**config.mk**
```make
export PLATFORM = sky130hd
export DESIGN_NAME = rns_reconstruct
export DESIGN_NICKNAME = d
export VERILOG_FILES = /design/src/rtl/rns_reconstruct.sv
export SDC_FILE = /design/constraint.sdc
export NUM_CORES = 1
export LEC_CHECK = 0
export CORE_ASPECT_RATIO = 0.75
export CORE_MARGIN = 4
export CORE_UTILIZATION = 59
export DETAILED_ROUTE_END_ITERATION = 7
export PLACE_DENSITY = 0.79
export REMOVE_ABC_BUFFERS = 1
export SLEW_MARGIN = 15
export SYNTH_ARGS = -nofsm -noshare
export SYNTH_HDL_FRONTEND = slang
export SYNTH_SLANG_ARGS = --single-unit
```
**constraint.sdc**
```tcl
create_clock -name clk -period 17.1 [get_ports clk]
set_input_delay 5.13 -clock clk [delete_from_list [all_inputs] [get_ports clk]]
set_output_delay 5.13 -clock clk [all_outputs]
set_load 0.01 [all_outputs]
```
**src/rtl/rns_reconstruct.sv**
```systemverilog
// Serial CRT reconstruction: accepts parts residues one per handshake and emits the
// full-width integer x = (sum ((r_i*qinv_i) mod q_i) * qhat_i) mod Q.
module rns_reconstruct #(
  parameter int lwidth = 32,
  parameter int swidth = 8,
  parameter int parts  = 4,
  // CRT constant tables for the deployed modulus set; index 0 is the first residue
  parameter logic [lwidth-1:0]             q_prod   = 32'd3368562317,
  parameter logic [parts-1:0][swidth-1:0]  q_tab    = {8'd233, 8'd239, 8'd241, 8'd251},
  parameter logic [parts-1:0][swidth-1:0]  qinv_tab = {8'd209, 8'd78, 8'd119, 8'd71},
  parameter logic [parts-1:0][lwidth-1:0]  qhat_tab = {32'd14457349, 32'd14094403,
                                                       32'd13977437, 32'd13420567}
) (
  input  logic              clk,
  input  logic              reset,
  input  logic              r_valid,
  input  logic [swidth-1:0] r_input,
  output logic              r_ready,
  output logic [lwidth-1:0] a_output,
  output logic              a_valid
);
  localparam int CW = $clog2(parts);
  localparam int AW = lwidth + CW;
  localparam int PW = 2 * swidth;
  localparam logic [CW:0] LAST = (CW+1)'(parts - 1);

  typedef logic [parts-1:0][PW-1:0] mu_t;

  // Barrett factors floor(2^PW / q_i), fixed at elaboration
  function automatic mu_t calc_mu();
    mu_t m;
    for (int i = 0; i < parts; i++)
      m[i] = PW'((64'd1 << PW) / 64'(q_tab[i]));
    return m;
  endfunction
  localparam mu_t MU = calc_mu();

  typedef enum logic [2:0] {S_INIT, S_LOAD, S_MODMUL, S_ACC, S_REDUCE} state_t;

  state_t            state;
  logic [AW-1:0]     acc;
  logic [CW:0]       cnt;
  logic [swidth-1:0] r_q;
  logic [swidth-1:0] y;
  logic [CW-1:0]     idx;

  logic [PW-1:0]   prod, quot, qsel, rem0, rem1, rem2;
  logic [2*PW-1:0] wide;

  assign idx = cnt[CW-1:0];

  // Quotient estimate is at most one short, so two conditional subtracts always suffice
  always_comb begin
    qsel = PW'(q_tab[idx]);
    prod = PW'(r_q) * PW'(qinv_tab[idx]);
    wide = (2*PW)'(prod) * (2*PW)'(MU[idx]);
    quot = PW'(wide >> PW);
    rem0 = prod - quot * qsel;
    rem1 = (rem0 >= qsel) ? rem0 - qsel : rem0;
    rem2 = (rem1 >= qsel) ? rem1 - qsel : rem1;
  end

  always_ff @(posedge clk) begin
    if (reset) begin
      state    <= S_INIT;
      acc      <= '0;
      cnt      <= '0;
      r_q      <= '0;
      y        <= '0;
      r_ready  <= 1'b0;
      a_output <= '0;
      a_valid  <= 1'b0;
    end else begin
      a_valid <= 1'b0;
      case (state)
        S_INIT: begin
          acc     <= '0;
          cnt     <= '0;
          r_ready <= 1'b1;
          state   <= S_LOAD;
        end
        S_LOAD: if (r_valid) begin
          r_q     <= r_input;
          r_ready <= 1'b0;
          state   <= S_MODMUL;
        end
        S_MODMUL: begin
          y     <= swidth'(rem2);
          state <= S_ACC;
        end
        S_ACC: begin
          // y < q_i so y*qhat_i < Q; the extra CW bits absorb the running sum
          acc <= acc + AW'(y) * AW'(qhat_tab[idx]);
          cnt <= cnt + 1'b1;
          if (cnt == LAST) begin
            state <= S_REDUCE;
          end else begin
            r_ready <= 1'b1;
            state   <= S_LOAD;
          end
        end
        S_REDUCE: begin
          if (acc >= AW'(q_prod)) begin
            acc <= acc - AW'(q_prod);
          end else begin
            a_output <= lwidth'(acc);
            a_valid  <= 1'b1;
            acc      <= '0;
            cnt      <= '0;
            r_ready  <= 1'b1;
            state    <= S_LOAD;
          end
        end
        default: state <= S_INIT;
      endcase
    end
  end
endmodule

```
# --- Yosys cells after proc, flatten, opt, wreduce, memory -nomap -nowiden ---
# Cells that the tools add are included.
word_totals:
  regBits: 90
  input_bits: 11
  output_inout_bits: 34
op_classes:
  add_sub_neg: 6
  multipliers: 4
  n_lt_le_gt_ge: 4
  eq_ne: 8
  mux: 23
  n_bitwise: 2
  reduce_logical: 9
ops:
  columns: ["op", "n"]
  rows:
  - ["34-bit case mux with 3 select lines", 1]
  - ["32-bit binary-select mux with 2-bit select", 1]
  - ["34-bit adder", 1]
  - ["34-bit by 32-bit greater-or-equal comparator with 1-bit output (second input constant)", 1]
  - ["8-bit by 32-bit multiplier with 34-bit output", 1]
  - ["34-bit two-way mux", 1]
  - ["34-bit by 32-bit subtractor with 34-bit output (second input constant)", 1]
  - ["16-bit binary-select mux with 2-bit select", 1]
  - ["8-bit binary-select mux with 2-bit select", 2]
  - ["16-bit by 8-bit greater-or-equal comparator with 1-bit output", 2]
  - ["16-bit by 16-bit multiplier with 32-bit output", 1]
  - ["16-bit two-way mux", 2]
  - ["32-bit two-way mux", 1]
  - ["8-bit two-way mux", 3]
  - ["16-bit by 8-bit multiplier with 16-bit output", 1]
  - ["8-bit by 8-bit multiplier with 16-bit output", 1]
  - ["16-bit subtractor", 1]
  - ["16-bit by 8-bit subtractor with 16-bit output", 1]
  - ["3-bit case mux with 5 select lines", 1]
  - ["3-bit two-way mux", 4]
  - ["3-bit by 2-bit equality test with 1-bit output (second input constant)", 3]
  - ["3-bit case mux with 3 select lines", 1]
  - ["2-bit AND reduction", 4]
  - ["8-bit subtractor", 1]
  - ["other kinds (13)", 19]

# --- Depth between registers and ports, before layout ---
# Gate-level depths: netlist of run 1.
depth:
  ltp_word: 10
  mapped_depth: 75
  depth_no_buf: 70

# --- Least setup slack after synthesis of run 1 ---
# OpenSTA, ideal clock, no wires.
synth_timing:
  kind: "reg2reg"
  start: "register cnt[0]"
  end: "register y[1]"
  setup_ps: 133
  arrival_time_ps: 16118
  required_time_ps: 16967
  setup_slack_ps: 849
  stages_incl_launch_ff: 68
  path_buffers: 5
  path_cell_list: "dfxtp_1 > clkbuf_1 > clkinv_1 > ha_1 > inv_1 > clkbuf_1 > nor2_1 > fa_1 > inv_1 > fa_1 > fa_1 > fa_1 > inv_1 > ha_1 > nand2_1 > o311ai_1 > a21oi_1 > xnor2_1 > [32 not listed] > a21oi_1 > and3b_4 > or3_4 > or3_4 > buf_2 > nor2_1 > a21oi_1 > ha_1 > nor2b_1 > o21ai_0 > nand2b_1 > a31o_2 > a21o_1 > a31oi_4 > buf_6 > nor2_1 > a211oi_1 > nor3_1"
synth_via:
  elab_chain_cells: 10
  word_cells_on_any_way: 16
  classes_between: "3 x add/sub; 3 x mul; 2 x order compare; 8 x mux"
synth_rtl:
  columns: ["element", "line", "source"]
  rows:
  - ["start, declared", "42", "logic [CW:0] cnt;"]
  - ["start signal, assigned", "94", "cnt <= cnt + 1'b1;"]
  - ["8-bit binary-select mux with 2-bit select", "55", "prod = PW'(r_q) * PW'(qinv_tab[idx]);"]
  - ["8-bit two-way mux (implied by the code)", "55", null]
  - ["8-bit by 8-bit multiplier with 16-bit output", "55", null]
  - ["16-bit by 16-bit multiplier with 32-bit output", "56", "wide = (2*PW)'(prod) * (2*PW)'(MU[idx]);"]
  - ["16-bit by 8-bit multiplier with 16-bit output", "58", "rem0 = prod - quot * qsel;"]
  - ["16-bit subtractor", "58", null]
  - ["16-bit by 8-bit subtractor with 16-bit output / 16-bit by 8-bit greater-or-equal comparator with 1-bit output (equally long branches)", "59", "rem1 = (rem0 >= qsel) ? rem0 - qsel : rem0;"]
  - ["16-bit two-way mux", "59", null]
  - ["16-bit by 8-bit greater-or-equal comparator with 1-bit output / 8-bit subtractor (equally long branches)", "60", "rem2 = (rem1 >= qsel) ? rem1 - qsel : rem1;"]
  - ["8-bit two-way mux *", "60", null]
  - ["end signal, assigned", "88", "y <= swidth'(rem2);"]
  - ["end, declared", "44", "logic [swidth-1:0] y;"]
# Every way passes the cells marked *; elsewhere a longest branch is shown, timed or not. The select of a mux whose other input is x is not followed.
# A chain may end at the register's enable or synchronous reset.

# --- Worst setup path after layout of run 1 ---
layout_timing:
  start: "register cnt[0]"
  end: "register y[4]"
# The elaborated chain is that of the path after synthesis.

==> results of run 1 <==
==> metal layers <==
metal  vias to the layer above  part of all wire [%]  global-route usage, %
li1                       7190                     -                      -
met1                      7470                    45                   38.7
met2                       569                    43                   41.6
met3                        62                    10                   8.97
met4                         0                   1.5                   5.30
met5                         -                     0                      0
==> layout make-up <==
class	instances	area (sq um)	area share, %
well taps	406	508	2.52
inverters	513	1930	9.55
multi-input cells	1594	15000	74.5
clock inverters	6	42.5	0.211
clock buffers	9	225	1.12
flip-flops and latches	90	1800	8.94
repair buffers	70	637	3.16
==> state kept, by name, summed over array words and instances, names as in the netlist <==
signal / cells
y: 8
r_ready: 1
cnt: 3
acc: 34
a_output: 32
a_valid: 1
state: 3
r_q: 8
==> tightest hold or removal path: stages, from the launching register on <==
cell	delay [ps]
dfxtp_1	320
a21oi_1	60
nor2_1	70
==> synthesized netlist by cell type (11+ instances only) <==
library cell    n  area (sq um)
a211oi_1       14           105
a21o_1         33           248
a21oi_1       127           636
a221oi_1       14           123
a31oi_1        13          81.3
and2_1         66           413
and3_1         11          68.8
clkbuf_1       64           240
dfxtp_1        90          1800
fa_1          268          5370
ha_1          260          3250
inv_1         509          1910
mux2i_1        27           270
nand2_1       147           552
nand2b_1       31           194
nand3_1        19          95.1
nor2_1        208           781
nor2b_1        43           269
nor3_1         27           135
o21ai_0        56           280
o21bai_1       15           113
xnor2_1        60           526
xor2_1         27           236
==> stage by stage <==
stage	hold WS, ps	power (uW)	setup WS (ps)	cells
global route	528	2760	-99.8	2688
detailed placement	475	2170	-82.0	2666
finish	484	2530	625	2688
CTS	491	2370	160	2681
floorplan	456	1770	353	2196
global placement	466	2110	272	2666
==> worst max path at each step <==
stage	startpoint	to	slack, ps
after floorplan	cnt[1]$_SDFFE_PP0P_	y[6]$_SDFFE_PP0N_	350
after CTS	cnt[0]$_SDFFE_PP0P_	y[6]$_SDFFE_PP0N_	160
after detailed placement	cnt[0]$_SDFFE_PP0P_	y[6]$_SDFFE_PP0N_	-80
after global routing	cnt[0]$_SDFFE_PP0P_	y[2]$_SDFFE_PP0N_	-100
final	cnt[0]$_SDFFE_PP0P_	y[4]$_SDFFE_PP0N_	620
after global placement	cnt[0]$_SDFFE_PP0P_	y[6]$_SDFFE_PP0N_	270
==> power by group through the flow <==
| stage | clock network (uW) | registers, uW | logic [uW] |
|---|---|---|---|
| global route | 203 | 237 | 2320 |
| floorplan | 0 | 232 | 1540 |
| global placement | 0 | 239 | 1870 |
| CTS | 196 | 235 | 1940 |
| detailed placement | 0 | 240 | 1930 |
| finish | 192 | 236 | 2100 |
==> kinds of logic after synthesis <==
group	Yosys count
other	2
AO/OA/AOI/OAI	346
buffers and inverters	588
flip-flops	90
AND/OR/NAND/NOR	599
adder cells (fa/ha/maj)	529
multiplexers	27
XOR/XNOR	90
==> what timing repair did <==
item / CTS / global route
cloned: 0 / 1
pin swaps: 0 / 5
setup buffers: 0 / 6
gates resized for setup: 1 / 38
endpoints found under the setup margin: 6 / 8
endpoints found under the hold margin: 0 / 0
==> metrics.txt, run 1 <==
sequential fraction of the synthesis area=9.56%; Yosys Warn Count=0; clock root buffer=clkbuf_16; most common cell after layout, fill and taps aside=inv_1; Final Skew=12.6 ps; Comb power frac=83.1%; gr usage total=27.4%; Arr. time, crit path=16,680 ps; fin area=20,200 sq um; pin count of the biggest net entering global routing=92; Clock Power Share=7.6%; cells after synthesis=2,271; number of buffer and inverter stages on the critical path=14; Critical R2R Capture=y[4]$_SDFFE_PP0N_; htree depth=3; # IOs=45; Rel. slew slack=30.0%; min-delay src=a_output[7]$_SDFFE_PP0P_; Slew Limit Fails=0; PD cells=125 nW/um^2; main flop type after synthesis=dfxtp_1; Core ar.=31,400 sq um; crit path max fanout=18; drt initial violations=1,286; area grow syn2layout=6.98%; peak supply drop=0.320 mV; initial core utilization=60.1%; Die Width=214 microns; CTS tree=done; total gr overflow=0; Post-synth ARST share=0%; Post-synth EDFFs=0; cell-internal power=1150 uW; half-perimeter wire length after placement=38.1 mm; CP most frequent cell=fa_1; Routed Antenna Nets=0; layout net count=2,817; CTS buffer count=9; most frequent cells in the layout=507 x inv_1, 268 x fa_1, 252 x ha_1, 208 x nor2_1, 146 x nand2_1; dpl cell area=19,700 sq um; Vias=15,300; DR vias/cell=5.69; Netlist Area Pre-Place=18,900 sq um; largest family of logic cells by synthesized area=adder cells; Switch Pwr=1380 uW; critical path depth in cells=65; period utilization=96.3%; Setup crit start kind=register; Worst Tran Pin Value=1040 ps; post-synthesis adder-cell area fraction=45.8%; number of iterations in the first detailed-routing pass=6; Reg power frac=9.3%; LEAKAGE=0.0104 uW; R2R depth=65; final wirelength=46.7 mm; cts hold-fix bufs=0; Inserted Diodes=0; Final Critical Period=16,480 ps; Worst R2R Start=cnt[0]$_SDFFE_PP0P_; clock slew at reported path FFs=80 ps; Cell variety after synth=79; DRC=0; Sw Share=54.7%; Crit path required time=17,300 ps; Worst Hold Endpoint=a_output[7]$_SDFFE_PP0P_; share of layout cells above drive strength 1=4.29%; post-synthesis mux area share=1.43%; Simple-Gate Fraction of Synth Area=15.2%; first-pass GRT wire length=78.0 mm; antenna violations before repair=0; # fillers=2,695; clock sink total=90; critical path's top delay family=adder cells; Critical-path top delay cell=fa_1; Max Cap Viol=0; CP max stage delay=540 ps; final RePlAce weighted congestion=0.990; Final Core Density=64.2%; post-synthesis compound-gate area fraction=11.8%; final setup TNS=0 ps; status=finished, final reports clean; reg2reg setup slack=620 ps; Setup crit end kind=register; WS Path Type=register to register; average wire per standard cell=17.4 microns; final setup violating endpoints=0; die area=34,900 sq um; Post-Syn Area per Cell=8.30 sq um; Worst-Skew Late Latency=370 ps; area share of xor/xnor cells in the synthesized design=4.33%; Seq cells post-synth=90; Row Count=56; Fin. Hold Viols=0; Die H=163 microns; port buffer count=44; HP Class=register to register; number of global-route vias before repair=15,700; clk buf depth=2; Max Clock Freq=0.0607 GHz; depth of the worst hold-timing path=2
No activity file was read; power rests on OpenSTA's default activity.
==> inputs of run 2 (changes only) <==
--- a/config.mk
+++ b/config.mk
@@ -7,9 +7,9 @@
 export LEC_CHECK = 0
 export CORE_ASPECT_RATIO = 0.75
 export CORE_MARGIN = 4
-export CORE_UTILIZATION = 59
+export CORE_UTILIZATION = 45
+export CTS_CLUSTER_SIZE = 30
 export DETAILED_ROUTE_END_ITERATION = 7
-export PLACE_DENSITY = 0.79
 export REMOVE_ABC_BUFFERS = 1
 export SLEW_MARGIN = 15
 export SYNTH_ARGS = -nofsm -noshare
==> run 2 against run 1 <==
Compared with the run above: first-iteration DRC count decreased by 27%; maximum frequency increased by 1.5%; critical path depth decreased by 2; cell area increased by 1.2%; critical path type unchanged; largest cell class unchanged; highest routed layer unchanged.
==> metrics.txt, run 2 (synthesis gave the netlist of run 1 again) <==
number of flip-flops in the largest register=34; gr usage total=21.6%; Max Clock Freq=0.0616 GHz; CP most frequent cell=fa_1; layout net count=2,818; most common cell after layout, fill and taps aside=inv_1; CTS tree=done; share of layout cells above drive strength 1=4.07%; HP Class=register to register; LEAKAGE=0.0104 uW; clk buf depth=2; Routed Antenna Nets=0; clock slew at reported path FFs=80 ps; pin count of the biggest net entering global routing=65; htree depth=3; met1 Track Usage GR=32.6%; Slew Limit Fails=0; Rel. slew slack=29.9%; CP startpoint=cnt[0]$_SDFFE_PP0P_; Setup crit end kind=register; Fin. Hold Viols=0; total gr overflow=0; Setup crit start kind=register; clock root buffer=clkbuf_16; port buffer count=44; antenna violations before repair=0; Crit path required time=17,350 ps; critical path endpoint=y[5]$_SDFFE_PP0N_; Critical-path top delay cell=fa_1; first-pass GRT wire length=78.9 mm; multi-input logic area=15,000 sq um; half-perimeter wire length after placement=38.8 mm; status=finished, final reports clean; Final Critical Period=16,230 ps; register area=1800 sq um; final wirelength=46.8 mm; initial core utilization=45.9%; PD cells=122 nW/um^2; WS Path Type=register to register; Die Width=244 microns; Row Count=64; CP max stage delay=550 ps; crit path max fanout=12; Core ar.=41,100 sq um; period utilization=94.9%; hold_ws=484 ps; final setup TNS=0 ps; area grow syn2layout=8.24%; number of iterations in the first detailed-routing pass=6; Max Cap Viol=0; clock sink total=90; met3 GRT Util=5.01%; Biggest register=acc; reg2reg setup slack=870 ps; peak supply drop=0.162 mV; most frequent cells in the layout=509 x inv_1, 268 x fa_1, 255 x ha_1, 208 x nor2_1, 147 x nand2_1; Worst-Skew Late Latency=370 ps; Die H=185 microns; routing usage on met2=32.4%; largest registers=acc: 34 flops, a_output: 32 flops; final RePlAce weighted congestion=0.928; drt initial violations=944; number of buffer and inverter stages on the critical path=13; Worst Tran Pin Value=1040 ps; number of global-route vias before repair=15,200; critical path depth in cells=63; total power=2490 uW; final setup violating endpoints=0; DR vias/cell=5.28; setup ws final=873 ps; die area=45,300 sq um; Vias=15,000; busiest grt layer=met1; DRC=0; CTS buffer count=9; critical path's top delay family=adder cells; worst slack, placed=230 ps; average wire per standard cell=16.5 microns; R2R depth=63; Worst R2R Start=cnt[0]$_SDFFE_PP0P_; Inserted Diodes=0; cts hold-fix bufs=0; # IOs=45; Arr. time, crit path=16,470 ps; # fillers=3,985; Critical R2R Capture=y[5]$_SDFFE_PP0N_; Final Skew=13.3 ps; depth of the worst hold-timing path=2
[run 2: cell count changes in the layout (fill, tap and decap cells not counted), sizes merged]
cell | before | now
buf | 27 | 29
a31oi | 15 | 14
bufinv | 0 | 2
clkbuf | 9 | 10
clkinvlp | 2 | 0
[run 2: per-stage QoR]
| stage | util (%) | std cells | cell area, sq um |
|---|---|---|---|
| 2_1_floorplan | - | 2196 | 18500 |
| 6_report | 49.7 | 2845 | 20400 |
| 3_5_place_dp | 48.4 | 2826 | 19900 |
| 5_1_grt | 49.7 | 2845 | 20400 |
| 4_1_cts | 49.2 | 2842 | 20200 |
| 3_3_place_gp | 48.4 | 2826 | 19900 |
[run 2: layer usage]
| metal | share of wire, % | wire [microns] | up-vias |
|---|---|---|---|
| met5 | 0 | 0 | - |
| met4 | 0.66 | 310 | 0 |
| met3 | 7.2 | 3360 | 23 |
| met2 | 42 | 19700 | 401 |
| met1 | 50 | 23500 | 7392 |
| li1 | - | - | 7192 |
[run 2: timing repair]
item	CTS	global route
gates resized for setup	0	29
setup buffers	0	2
setup endpoints to repair	0	8
[run 2: how the worst min path moves through the flow]
stage	slack, ps	to	start
floorplan	460	acc[8]$_SDFFE_PP0P_	acc[8]$_SDFFE_PP0P_
global placement	460	a_output[0]$_SDFFE_PP0P_	a_output[0]$_SDFFE_PP0P_
detailed placement	470	a_output[12]$_SDFFE_PP0P_	a_output[12]$_SDFFE_PP0P_
CTS	490	a_output[12]$_SDFFE_PP0P_	a_output[12]$_SDFFE_PP0P_
global route	510	a_output[10]$_SDFFE_PP0P_	a_output[10]$_SDFFE_PP0P_
finish	480	a_output[0]$_SDFFE_PP0P_	a_output[0]$_SDFFE_PP0P_
[run 2: cell type report]
type | instances | share of cell area [%]
clock inverters | 6 | 0.429
clock buffers | 10 | 1.17
flip-flops and latches | 90 | 8.84
multi-input cells | 1593 | 73.4
well taps | 561 | 3.44
repair buffers | 72 | 3.30
inverters | 513 | 9.44
[run 2: worst reg2reg max path, delay by kind of cell (launching register included)]
kind / cells / cell delay [ps]
xor+xnor: 1 / 150
buf+inv: 13 / 1160
compound gates: 15 / 2780
simple gates: 14 / 3030
mux: 1 / 210
flops: 1 / 450
fa+ha+maj: 19 / 8340
[run 2: where the power goes]
| group | switching (uW) | leakage, uW | internal [uW] |
|---|---|---|---|
| sequential | 20.6 | 0.000728 | 215 |
| combinational | 1210 | 0.00953 | 811 |
| clock | 96.0 | 0.000163 | 133 |
| total | 1330 | 0.0104 | 1160 |
==> inputs of run 3 (changes only) <==
--- a/config.mk
+++ b/config.mk
@@ -10,7 +10,9 @@
 export CORE_UTILIZATION = 45
 export CTS_CLUSTER_SIZE = 30
 export DETAILED_ROUTE_END_ITERATION = 7
+export PLACE_DENSITY = 0.74
 export REMOVE_ABC_BUFFERS = 1
+export SKIP_CTS_REPAIR_TIMING = 1
 export SLEW_MARGIN = 15
 export SYNTH_ARGS = -nofsm -noshare
 export SYNTH_HDL_FRONTEND = slang
==> run 3 against run 2 <==
Compared with the run above: hold slack barely moved; global-route usage fell by 0.063 points; sequential power barely moved; flip-flop and latch count did not move; non-clock buffer count rose by 5; count of clock-buffer cells in the layout fell by 1; via count rose by 1.8%; die area did not move; wire length rose by 0.77%; setup slack got worse by 150 ps; final cell count rose by 0.14%; largest cell class unchanged; highest routed layer unchanged.
==> metrics.txt, run 3 (synthesis gave the netlist of run 1 again) <==
LEAKAGE=0.0104 uW; number of global-route vias before repair=15,600; # IOs=45; Sw Share=53.4%; Max Cap Viol=0; port buffer count=44; most common cell after layout, fill and taps aside=inv_1; die area=45,300 sq um; final RePlAce weighted congestion=0.959; final setup violating endpoints=0; WS Path Type=register to register; clk buf depth=2; half-perimeter wire length after placement=38.9 mm; CP most frequent cell=fa_1; most frequent cells in the layout=507 x inv_1, 268 x fa_1, 252 x ha_1, 207 x nor2_1, 147 x nand2_1; share of layout cells above drive strength 1=4.59%; Die Width=244 microns; Setup crit start kind=register; Routed Antenna Nets=0; Slew Limit Fails=0; Worst R2R Start=cnt[0]$_SDFFE_PP0P_; Fin. Hold Viols=0; Rel. slew slack=34.1%; PD cells=123 nW/um^2; pin count of the biggest net entering global routing=52; Inserted Diodes=0; CP startpoint=cnt[0]$_SDFFE_PP0P_; Vias=15,300; initial core utilization=45.9%; Worst-Skew Late Latency=380 ps; Comb power frac=81.9%; CP max stage delay=540 ps; # fillers=3,852; Critical R2R Capture=y[2]$_SDFFE_PP0N_; Core ar.=41,100 sq um; peak supply drop=0.182 mV; dpl cell area=19,900 sq um; Final Critical Period=16,380 ps; critical path endpoint=y[2]$_SDFFE_PP0N_; R2R depth=64; CTS tree=done; cell-internal power=1180 uW; htree depth=3; drt initial violations=1,113; Row Count=64; clock root buffer=clkbuf_16; final wirelength=47.2 mm; Die H=185 microns; clock sink total=90; CTS buffer count=9; DRC=0; area grow syn2layout=8.48%; period utilization=95.8%; status=finished, final reports clean; DR vias/cell=5.36; layout net count=2,823; antenna violations before repair=0; Reg power frac=9.4%; reg2reg setup slack=720 ps; Critical-path top delay cell=fa_1; largest registers=acc: 34 flops, a_output: 32 flops; Switch Pwr=1350 uW; Worst Tran Pin Value=979 ps; average wire per standard cell=16.6 microns; number of iterations in the first detailed-routing pass=6; Final Skew=14.2 ps; Arr. time, crit path=16,610 ps; Final Core Density=49.8%; gr usage total=21.5%; total gr overflow=0; Crit path required time=17,330 ps; Biggest register=acc; Setup crit end kind=register; first-pass GRT wire length=79.2 mm; fin area=20,500 sq um; clock slew at reported path FFs=80 ps; Max Clock Freq=0.0611 GHz; HP Class=register to register; crit path max fanout=17; total power=2520 uW; number of flip-flops in the largest register=34; Clock Power Share=8.8%
run 3: changes by cell type in the layout (fill, tap and decap cells not counted), sizes merged:
| cell | change |
|---|---|
| clkinvlp | +4 |
| clkinv | -2 |
| buf | +5 |
| inv | -2 |
| clkbuf | -1 |
run 3: cell type report:
class                   count  area [sq um]  area share (%)
clock buffers               9           225            1.10
clock inverters             6          91.3           0.447
inverters                 513          1930            9.43
multi-input cells        1593         15000            73.4
flip-flops and latches     90          1800            8.82
well taps                 561           702            3.43
repair buffers             77           693            3.39
run 3: worst min path at each step:
stage | start | to | slack, ps | cells past startpoint
finish | a_output[1]$_SDFFE_PP0P_ | a_output[1]$_SDFFE_PP0P_ | 480 | 2
global route | a_output[28]$_SDFFE_PP0P_ | a_output[28]$_SDFFE_PP0P_ | 520 | 2
CTS | a_output[1]$_SDFFE_PP0P_ | a_output[1]$_SDFFE_PP0P_ | 490 | 2
detailed placement | a_output[1]$_SDFFE_PP0P_ | a_output[1]$_SDFFE_PP0P_ | 480 | 2
global placement | a_output[20]$_SDFFE_PP0P_ | a_output[20]$_SDFFE_PP0P_ | 470 | 2
floorplan | acc[8]$_SDFFE_PP0P_ | acc[8]$_SDFFE_PP0P_ | 460 | 2
run 3: through the flow:
step                cells  setup TNS, ps  hold WS [ps]  worst slack [ps]
detailed placement   2824              0           476               122
CTS                  2839              0           492              15.7
global route         2849          -83.8           522             -45.2
global placement     2824              0           469               401
finish               2849              0           483               721
floorplan            2196              0           456               353
run 3: power groups by stage:
stage	clock network [uW]	logic, uW	registers [uW]
2_1_floorplan	0	1540	232
3_3_place_gp	0	1870	240
3_5_place_dp	0	1940	241
4_1_cts	226	1950	236
5_1_grt	235	2300	238
6_report	221	2070	237
run 3: worst max-delay path, delay by kind of cell, from the launching register on:
kind | cells | cell delay, ps
simple gates | 13 | 2350
compound gates | 17 | 3340
fa+ha+maj | 19 | 8130
flops | 1 | 440
xor+xnor | 2 | 710
buf+inv | 13 | 1220
run 3: per-layer routing:
| metal | track usage [%] | up-vias | wire length (microns) | share of wire (%) |
|---|---|---|---|---|
| met4 | 3.17 | 0 | 485 | 1.0 |
| met2 | 34.5 | 475 | 21300 | 45 |
| met1 | 30.8 | 7546 | 21700 | 46 |
| li1 | - | 7204 | - | - |
| met5 | 0 | - | 0 | 0 |
| met3 | 4.53 | 49 | 3690 | 7.8 |
==> variant 1: new RTL, flow settings as in run 3 <==
Re-encode `state_t` (5 states) as Gray code, 3 bits wide.
--- a/src/rtl/rns_reconstruct.sv
+++ b/src/rtl/rns_reconstruct.sv
@@ -36,5 +36,5 @@
   localparam mu_t MU = calc_mu();
 
-  typedef enum logic [2:0] {S_INIT, S_LOAD, S_MODMUL, S_ACC, S_REDUCE} state_t;
+  typedef enum logic [2:0] {S_INIT = 3'b000, S_LOAD = 3'b001, S_MODMUL = 3'b011, S_ACC = 3'b010, S_REDUCE = 3'b110} state_t;
 
   state_t            state;
Behaviour: same outputs for any inputs over 10 cycles, from zero or initial values and one cycle with reset high; not proved beyond that.
==> variant 1 against run 3 <==
Wire length increased by 2.1%; power increased by 6.3%; first-iteration DRC count increased by 9.8%; sequential cell count unchanged; via count increased by 1.0%; sequential power increased by 5%; final area about the same; worst setup slack got worse by 0.0071 ns; die area decreased by 0.11%; synthesized area decreased by 0.12%.
==> variant 1: results <==
metrics = {
    "global_routing": {
        "grt_pass1_wl_um": 80700,
        "gr-usage-all-layers_pct": 21.9,
        "grt_max_degree": 63,
        "grt_pass1_vias": 16000,
    },
    "route": {
        "dr_total_vias": 15400,
        "wl_per_cell_um": 16.9,
        "initialDrtViolationCount": 1222,
        "first_pass_iters": 6,
    },
    "yosys": {
        "synth_area_leaders": "fa_1 (28%), ha_1 (17%), inv_1 (10%)",
        "synth_common_cells": "inv_1 (503), fa_1 (268), ha_1 (260), nand2_1 (186), nor2_1 (152)",
        "yosysSeqAreaShare_pct": 9.57,
        "synth_cell_type_count": 84,
    },
    "setup_path": {
        "cp_slowest_cell": "fa_1",
        "crit_arrival_ns": 16.65,
        "path_delay_family": "adder cells",
        "crit_path_max_fanout": 11,
    },
    "cts": {
        "h-tree-depth": 3,
        "clockRootBuffer": "clkbuf_16",
    },
    "finish": {
        "drive_above_1_share_pct": 5.07,
        "fillers": 3827,
        "nNetsFinal": 2821,
    },
    "power_and_ir_drop": {
        "irDropWorstVdd_mv": 0.218,
        "power_leakage_nw": 10.1,
    },
    "timing": {
        "skew_ns": 0.0141,
        "worst_slew_pin_slew_ns": 1.17,
    },
    "run_status": {
        "outcome": "finished, final reports clean",
    },
    "place": {
        "dpl.hpwl_um": 39700,
        "place.gp.congestion": 0.936,
        "place_ws_ns": -0.141,
        "placedInstanceArea_sq_um": 19900,
    },
}
==> variant 1: through the flow <==
stage | instances | utilization [%] | hold slack (ns) | TNS, ns
floorplan | 2190 | - | 0.443 | -0.263
global placement | 2827 | 48.5 | 0.445 | 0
detailed placement | 2827 | 48.5 | 0.447 | -0.299
CTS | 2843 | 49.3 | 0.456 | -0.601
global route | 2848 | 49.7 | 0.472 | -0.0370
finish | 2848 | 49.7 | 0.454 | 0
==> variant 1: cells by family (layout without fill, tap and decap cells) <==
| kind of cell | after synthesis | after routing | synth area share [%] |
|---|---|---|---|
| other cells | 2 | 2 | 0.0399 |
| buf+inv | 584 | 604 | 11.7 |
| simple gates | 577 | 577 | 14.7 |
| mux | 10 | 10 | 0.545 |
| compound gates | 388 | 388 | 13.4 |
| xor+xnor | 88 | 88 | 4.29 |
| fa+ha+maj | 528 | 528 | 45.8 |
| flops | 90 | 90 | 9.57 |
==> variant 1: worst register-to-register path, delay by kind of cell (launching register included) <==
kind            cells  cell delay [ns]
xor+xnor            2             0.31
fa+ha+maj          19             8.18
flops               1             0.37
compound gates     21             4.19
simple gates        8             1.81
mux                 1             0.38
buf+inv            11             1.02
==> variant 1: where the power goes <==
| group | leakage [nW] | internal (mW) | switching, mW |
|---|---|---|---|
| combinational | 9.23 | 0.856 | 1.36 |
| sequential | 0.728 | 0.219 | 0.0294 |
| clock | 0.153 | 0.122 | 0.0956 |
==> variant 1: layer usage <==
layer	track usage [%]	vias to the layer above	wire, um
met5	0	-	0
met4	4.59	0	736
met3	4.99	58	4000
met2	34.4	534	21500
met1	31.1	7607	21900
li1	-	7229	-
==> variant 1: area by class of cell <==
class	instances	area, sq um	area share (%)
well taps	561	702	3.44
clock buffers	11	253	1.24
flip-flops and latches	90	1800	8.83
multi-input cells	1593	15000	73.4
repair buffers	81	716	3.50
clock inverters	5	60.1	0.294
inverters	507	1900	9.31
==> variant 1: path summary, 6_finish.rpt <==
| kind | from | to | slack, ns | cells after the start |
|---|---|---|---|---|
| worst max-delay path | cnt[0] | y[7] | 0.71 | 62 |
| worst min-delay path | a_output[11] | a_output[11] | 0.45 | 2 |
| worst max register to register | cnt[0] | y[7] | 0.71 | 62 |
| worst min register to register | a_output[11] | a_output[11] | 0.45 | 2 |
==> variant 2: new RTL, settings of run 3 <==
Made on the original files. Set the parameter `swidth` to 10 (it was 8).
--- a/src/rtl/rns_reconstruct.sv
+++ b/src/rtl/rns_reconstruct.sv
@@ -3,5 +3,5 @@
 module rns_reconstruct #(
   parameter int lwidth = 32,
-  parameter int swidth = 8,
+  parameter int swidth = 10,
   parameter int parts  = 4,
   // CRT constant tables for the deployed modulus set; index 0 is the first residue
Interface: changed (resized r_input); port bits go from 45 to 47. The function was not compared with the original's and may differ.
==> variant 2 against run 3 <==
The flow now finishes with violations (negative setup slack); synthesized area grew 57%; first-iteration DRC count grew 72%; wire length grew 70%; non-clock buffer count grew 493; worst setup slack lost 2.9 ns; count of clock-buffer cells in the layout is the same; sequential cell count grew 4; final area grew 76%; die area grew 55%; largest cell class unchanged.
Power is not shown: default switching activity piles up to over one toggle a cycle in this logic, so the estimate is an artifact.
==> variant 2: results <==
metrics = {
    "setup_path": {
        "worst-r2r-cell-count": 81,
        "crit_path_max_fanout": 8,
        "slowest_delay_ns": 0.59,
        "crit_path_end": "y[1]",
        "startpoint": "cnt[1]",
        "crit_arrival_ns": 19.60,
    },
    "timing": {
        "setup_viol": 10,
        "worst_slew_pin_slew_ns": 1.11,
        "skew_ns": 0.0174,
        "fin_setup_tns_ns": -21.50,
        "fin_ws_ns": -2.18,
    },
    "finish": {
        "inverters": 830,
        "drive_above_1_share_pct": 18.0,
        "seqCellArea_sq_um": 1880,
        "seq-cell-share_pct": 5.24,
        "nNetsFinal": 4876,
        "buffers_excl_clock": 570,
        "fillers": 5645,
        "clock_cell_area_share_pct": 0.811,
        "diodes": 1,
    },
    "route": {
        "dr_total_vias": 24500,
        "initialDrtViolationCount": 1919,
        "wl_per_cell_um": 16.8,
        "first_pass_iters": 5,
    },
    "place": {
        "port-buffer-count": 46,
        "dpl.hpwl_um": 68800,
        "place.gp.congestion": 0.943,
        "placedInstanceArea_sq_um": 34600,
    },
    "global_routing": {
        "grt_pass1_vias": 24300,
        "gr-usage-all-layers_pct": 22.7,
        "grt_pass1_wl_um": 128000,
    },
    "yosys": {
        "ys_ff_latch": 94,
        "synth_compound_area_share_pct": 9.98,
        "yosys.area_share.xor_xnor_pct": 3.97,
        "synth_cell_type_count": 81,
        "synth_common_cells": "inv_1 (826), fa_1 (514), ha_1 (457), nand2_1 (298), a21oi_1 (162)",
        "yosysSeqAreaShare_pct": 6.36,
        "yosys.area_share.adder_pct": 54.1,
        "synth_area_leaders": "fa_1 (35%), ha_1 (19%), inv_1 (10%)",
    },
    "worst_hold_path": {
        "min_to": "a_output[18]",
        "worstHoldStart": "a_output[18]",
    },
    "floorplanning": {
        "die-area_sq_um": 70000,
    },
    "run_status": {
        "outcome": "complete, but fails checks",
        "violations": "negative setup slack",
    },
    "cts": {
        "h-tree-depth": 3,
    },
}
==> variant 2: cell count changes after synthesis, sizes merged, moves of 48 or more <==
cell / change
nand2: +151
and2: +48
fa: +246
ha: +197
nor2: -55
inv: +317
==> variant 2: routing by layer <==
metal | vias to the layer above | track usage, % | wire length, um
met3 | 97 | 5.84 | 7970
li1 | 11600 | - | -
met5 | - | 0 | 13
met1 | 11900 | 35.0 | 37700
met4 | 2 | 3.33 | 1420
met2 | 888 | 32.6 | 33100
==> variant 2: through the flow <==
step / setup slack, ns / instances / hold WS, ns
after floorplan: -6.09 / 3311 / 0.435
after global placement: -3.12 / 4726 / 0.445
after detailed placement: -3.68 / 4726 / 0.446
after CTS: -3.72 / 4742 / 0.456
after global routing: -2.81 / 4768 / 0.481
final: -2.18 / 4769 / 0.454
